### src/rtl/sw_traceback_engine.sv
// Affine-gap Smith-Waterman traceback: walks stored direction words from an end
// cell back to (0,0) and streams one alignment operation per step.
module sw_traceback_engine #(
    parameter int unsigned ROW_W = 10,
    parameter int unsigned COL_W = 10,
    parameter int unsigned LEN_W = 11
) (
    input  logic             i_clk,
    input  logic             i_rst,
    input  logic             i_start,
    input  logic [ROW_W-1:0] i_row,
    input  logic [COL_W-1:0] i_col,
    output logic             o_busy,
    output logic             o_rd_en,
    output logic [ROW_W-1:0] o_rd_row,
    output logic [COL_W-1:0] o_rd_col,
    input  logic [3:0]       i_rd_data,
    output logic             o_valid,
    input  logic             i_ready,
    output logic [1:0]       o_op,
    output logic             o_last,
    output logic             o_done,
    output logic [LEN_W-1:0] o_len
);

    typedef enum logic [2:0] {S_IDLE, S_STEP, S_WAIT, S_EMIT, S_DONE} state_t;
    typedef enum logic [1:0] {L_V, L_I, L_D} layer_t;

    localparam logic [1:0]       OP_MATCH = 2'd0;
    localparam logic [1:0]       OP_INS   = 2'd1;
    localparam logic [1:0]       OP_DEL   = 2'd2;
    localparam logic [LEN_W-1:0] CNT_MAX  = '1;

    state_t           state, state_d;
    layer_t           layer, layer_d;
    logic [ROW_W-1:0] row, row_d;
    logic [COL_W-1:0] col, col_d;
    logic [LEN_W-1:0] cnt, cnt_d, cnt_inc;
    logic [1:0]       op_d;
    logic [LEN_W-1:0] len_d;
    logic             rd_en_d, valid_d, last_d, done_d, busy_d;
    logic [ROW_W-1:0] rd_row_d;
    logic [COL_W-1:0] rd_col_d;
    logic [1:0]       v_dir;
    logic             i_open, d_open;

    assign v_dir   = i_rd_data[3:2];
    assign i_open  = i_rd_data[1];
    assign d_open  = i_rd_data[0];
    assign cnt_inc = (cnt == CNT_MAX) ? cnt : cnt + LEN_W'(1);

    // State and registered outputs
    always_ff @(posedge i_clk) begin
        if (i_rst) begin
            state    <= S_IDLE;
            layer    <= L_V;
            row      <= '0;
            col      <= '0;
            cnt      <= '0;
            o_op     <= OP_MATCH;
            o_len    <= '0;
            o_rd_en  <= 1'b0;
            o_rd_row <= '0;
            o_rd_col <= '0;
            o_valid  <= 1'b0;
            o_last   <= 1'b0;
            o_done   <= 1'b0;
            o_busy   <= 1'b0;
        end else begin
            state    <= state_d;
            layer    <= layer_d;
            row      <= row_d;
            col      <= col_d;
            cnt      <= cnt_d;
            o_op     <= op_d;
            o_len    <= len_d;
            o_rd_en  <= rd_en_d;
            o_rd_row <= rd_row_d;
            o_rd_col <= rd_col_d;
            o_valid  <= valid_d;
            o_last   <= last_d;
            o_done   <= done_d;
            o_busy   <= busy_d;
        end
    end

    // Next state; outputs are looked ahead from the next state so they line up with it
    always_comb begin
        state_d = state;
        layer_d = layer;
        row_d   = row;
        col_d   = col;
        cnt_d   = cnt;
        op_d    = o_op;
        len_d   = o_len;

        unique case (state)
            S_IDLE: begin
                if (i_start) begin
                    row_d   = i_row;
                    col_d   = i_col;
                    layer_d = L_V;
                    cnt_d   = '0;
                    len_d   = '0;
                    state_d = S_STEP;
                end
            end
            S_STEP: begin
                // Edges force straight gaps regardless of the current layer
                if (row == '0 && col == '0) begin
                    len_d   = cnt;
                    state_d = S_DONE;
                end else if (row == '0) begin
                    op_d    = OP_INS;
                    col_d   = col - COL_W'(1);
                    state_d = S_EMIT;
                end else if (col == '0) begin
                    op_d    = OP_DEL;
                    row_d   = row - ROW_W'(1);
                    state_d = S_EMIT;
                end else begin
                    state_d = S_WAIT;
                end
            end
            S_WAIT: begin
                if (layer == L_D || (layer == L_V && v_dir == 2'd2)) begin
                    op_d    = OP_DEL;
                    row_d   = row - ROW_W'(1);
                    layer_d = d_open ? L_V : L_D;
                end else if (layer == L_I || (layer == L_V && v_dir == 2'd3)) begin
                    op_d    = OP_INS;
                    col_d   = col - COL_W'(1);
                    layer_d = i_open ? L_V : L_I;
                end else begin
                    op_d    = OP_MATCH;
                    row_d   = row - ROW_W'(1);
                    col_d   = col - COL_W'(1);
                end
                state_d = S_EMIT;
            end
            S_EMIT: begin
                if (i_ready) begin
                    cnt_d = cnt_inc;
                    if (o_last) begin
                        len_d   = cnt_inc;
                        state_d = S_DONE;
                    end else begin
                        state_d = S_STEP;
                    end
                end
            end
            S_DONE: state_d = S_IDLE;
            default: state_d = S_IDLE;
        endcase

        rd_en_d  = (state_d == S_STEP) && (row_d != '0) && (col_d != '0);
        rd_row_d = rd_en_d ? row_d : o_rd_row;
        rd_col_d = rd_en_d ? col_d : o_rd_col;
        valid_d  = (state_d == S_EMIT);
        last_d   = (state_d == S_EMIT) && (row_d == '0) && (col_d == '0);
        done_d   = (state_d == S_DONE);
        busy_d   = (state_d != S_IDLE);
    end

endmodule

### config.mk
export PLATFORM = sky130hd
export DESIGN_NAME = sw_traceback_engine
export DESIGN_NICKNAME = d
export VERILOG_FILES = /design/src/rtl/sw_traceback_engine.sv
export SDC_FILE = /design/constraint.sdc
export NUM_CORES = 1
export LEC_CHECK = 0
export ABC_AREA = 0
export CORE_ASPECT_RATIO = 1.4
export CORE_MARGIN = 2
export CORE_UTILIZATION = 50
export DETAILED_ROUTE_END_ITERATION = 7
export HOLD_SLACK_MARGIN = 0.03
export PLACE_DENSITY = 0.84
export SYNTH_ARGS = -nofsm -noshare
export SYNTH_HDL_FRONTEND = slang
export SYNTH_SLANG_ARGS = --single-unit
### constraint.sdc
create_clock -name i_clk -period 6.75 [get_ports i_clk]
set_input_delay 1.0125 -clock i_clk [delete_from_list [all_inputs] [get_ports i_clk]]
set_output_delay 1.0125 -clock i_clk [all_outputs]
set_load 0.05 [all_outputs]
==> load_flow_metrics.sql <==
INSERT INTO impl_metrics (metric_group, metric, value, unit) VALUES
('run_status', 'run_status', 'completed', ''),
('hold_path', 'holdPathStages', '2', ''),
('power_and_ir_drop', 'clockPowerShare', '0.152', ''),
('sta', 'layout_min_cycle_time', '4.659', 'ns'),
('sta', 'peak_clock_frequency_supported_by_timing', '214.6', 'MHz'),
('floorplan', 'die_y_extent', '109.8', 'um'),
('placement', 'dpl.cell_count', '624', ''),
('yosys', 'synth_edf_count', '0', ''),
('drt', 'detail_route.iter0.violations', '262', ''),
('power_and_ir_drop', 'power.leakage', '0.001822', 'uW'),
('placement', 'port-buffer-count', '65', ''),
('clocking', 'postCtsHoldBufs', '0', ''),
('sta', 'final_number_of_max_transition_violations', '0', ''),
('global_route', 'grt_antenna_before_repair', '0', ''),
('critical_path', 'rr_startpoint', 'row[0]', ''),
('clocking', 'clock_path_buffers', '2', ''),
('power_and_ir_drop', 'total_switching_power', '1302', 'uW'),
('clocking', 'numClockSinks', '74', ''),
('yosys', 'synth_top_flop_cell', 'dfxtp_1', ''),
('critical_path', 'cp_slowest_stage_delay', '0.68', 'ns'),
('global_route', 'grt_use_total', '0.2564', ''),
('clocking', 'clock_insertion_delay_worst_skew', '0.36', 'ns'),
('yosys', 'yosysMostFrequentCell', 'dfxtp_1', ''),
('drt', 'antenna_violating_nets_post_route', '0', ''),
('yosys', 'synthesis.nets', '524', ''),
('critical_path', 'slowest_stage', 'or3_1', ''),
('sta', 'final.hold.worst_slack', '0.4659', 'ns'),
('drt', 'routed-via-count', '4002', ''),
('placement', 'place.detailed.hpwl', '7914', 'um'),
('critical_path', 'regToRegEndpoint', 'o_rd_row[4]', ''),
('drt', 'first_pass_iters', '6', ''),
('clocking', 'cts.root.buffer_cell', 'clkbuf_8', ''),
('power_and_ir_drop', 'powerDensity', '550.2', 'nW/um^2'),
('floorplan', 'initial_core_utilization', '0.5158', ''),
('job', 'cap_viol_max_count', '0', ''),
('placement', 'gpl.final_weighted_congestion', '0.9103', ''),
('power_and_ir_drop', 'netSwitchingFraction', '0.4871', ''),
('drt', 'avgRoutedWirePerCell', '16.86', 'um'),
('hold_path', 'worst_hold_startpoint', 'o_op[1]', ''),
('critical_path', 'rr_worst_depth', '15', ''),
('floorplan', 'ios', '66', ''),
('floorplan', 'area_of_the_die', '8737', 'um^2'),
('sta', 'final_hold_violation_count', '0', ''),
('yosys', 'synth_async_sr_flop_share', '0', ''),
('cells_and_area', 'design.final.nets', '570', ''),
('power_and_ir_drop', 'combinationalPowerShare', '0.591', ''),
('cells_and_area', 'area_growth_syn_to_layout', '21.56', '%'),
('yosys', 'post_synth_inst_count', '489', ''),
('critical_path', 'setup.worst_path.class', 'reg -> reg', ''),
('yosys', 'netlist_top_cells_count', 'dfxtp_1, nor2_1, a21oi_1', ''),
('clocking', 'clock_tree.htree_level_count', '3', ''),
('yosys', 'synth.yosys.warnings', '0', ''),
('power_and_ir_drop', 'internal-power', '1371', 'uW'),
('cells_and_area', 'ant_diodes', '0', ''),
('critical_path', 'r2r_slack', '2.09', 'ns'),
('sta', 'layout_worst_path_cycle_share', '0.6903', ''),
('clocking', 'clk_pin_slew', '0.07', 'ns'),
('critical_path', 'end_kind', 'register', ''),
('critical_path', 'arrival', '4.90', 'ns'),
('yosys', 'netlist.top_cell.by_area', 'dfxtp_1', ''),
('critical_path', 'crit_path_start_kind', 'register', ''),
('clocking', 'postCtsResizedCells', '0', ''),
('hold_path', 'holdPathEnd', 'o_op[1]', ''),
('yosys', 'synth_sequential_area_ratio', '0.3706', ''),
('critical_path', 'timing.critical_path.max_delay_family', 'simple AND/OR/NAND/NOR gates', ''),
('drt', 'vias_per_cell', '6.253', ''),
('drt', 'detailed_route_wire_length', '10790', 'um'),
('floorplan', 'std_cell_rows', '38', ''),
('clocking', 'cts_tree', 'done', ''),
('cells_and_area', 'post-route-util', '0.6271', ''),
('yosys', 'synthesis.area', '3998', 'um^2');
[worst max-delay path by stage]
stage                            start          end  slack [ns]  cells after the start
after detailed placement  i_rd_data[2]  o_rd_row[4]        2.14                     10
after global routing            row[0]  o_rd_row[4]        1.82                     15
after floorplan                 row[0]  o_rd_col[1]        2.91                     19
final                           row[0]  o_rd_row[4]        2.09                     15
after global placement    i_rd_data[2]  o_rd_row[4]        2.17                     10
after CTS                       row[0]  o_rd_row[4]        2.14                     15
[registers in the layout, indices dropped and copies added (netlist names), 2 cells and up]
name and flops:
cnt 11, col 10, layer 2, o_len 11, o_op 2, o_rd_col 10
o_rd_row 10, row 10, state 3
[layout by cell type (no fill, tap or decap), types with 4 or more instances in the layout]
cell type,count
nor3_1,17
and2_1,8
a311oi_1,5
clkbuf_8,9
nand4_1,4
and4_1,4
or4_1,7
a22oi_1,16
nor2b_1,4
nor3b_1,4
dfxtp_1,74
and3_1,17
a31o_2,5
nor2_1,64
o21ai_0,24
nand2b_1,5
inv_1,14
or3_1,5
a31o_1,7
a211oi_1,5
nand3_1,9
ha_1,7
xnor2_1,7
nand2_1,33
a221oi_1,7
a21oi_1,37
o31ai_1,7
clkdlybuf4s50_1,64
[area by class of cell]
cell class / count / area (um^2)
Clock buffer: 11 / 131.4
Sequential cell: 74 / 1481
Fill cell: 692 / 2890
Inverter: 15 / 61.31
Multi-Input combinational cell: 369 / 2305
Tap cell: 100 / 125.1
Timing Repair Buffer: 66 / 653.1
Clock inverter: 5 / 102.6
[metrics by stage]
stage               total power, uW  setup slack [ns]
floorplan                      1924             2.913
global placement               2218             2.173
detailed placement             2244             2.141
CTS                            2659             2.144
global route                   2860             1.824
finish                         2674             2.091
[cells by family after synthesis]
group / Yosys count / synth area share
AOI/OAI and AO/OA: 152 / 0.2723
xor gates and xnor gates: 9 / 0.01972
adders and majority gates: 7 / 0.02191
buffers and inverters: 46 / 0.05289
DFF: 74 / 0.3706
muxes: 4 / 0.01033
and+or+nand+nor: 197 / 0.2523
[power groups by stage]
stage | logic, uW | registers (uW) | clock network, uW
after floorplan | 1140 | 782 | 0
after global placement | 1530 | 690 | 0
after detailed placement | 1550 | 693 | 0
after CTS | 1560 | 685 | 412
after global routing | 1720 | 708 | 431
final | 1580 | 689 | 406
[worst reg2reg max path: cells and delay by family (launching register included)]
kind	cells	cell delay (ns)
adder cells (fa/ha/maj)	2	0.31
multiplexers	1	0.37
buffers and inverters	3	0.34
AND/OR/NAND/NOR	8	2.64
flip-flops	1	0.38
AO/OA/AOI/OAI	1	0.50
[metal layers]
metal | vias to the layer above | part of all wire | global-route usage
met2 | 185 | 0.51 | 0.4490
met5 | - | 0 | 0
met3 | 37 | 0.059 | 0.03941
li1 | 1916 | - | -
met1 | 1864 | 0.40 | 0.2897
met4 | 0 | 0.033 | 0.1564
Note: power is estimated with default switching activity, not from simulation.
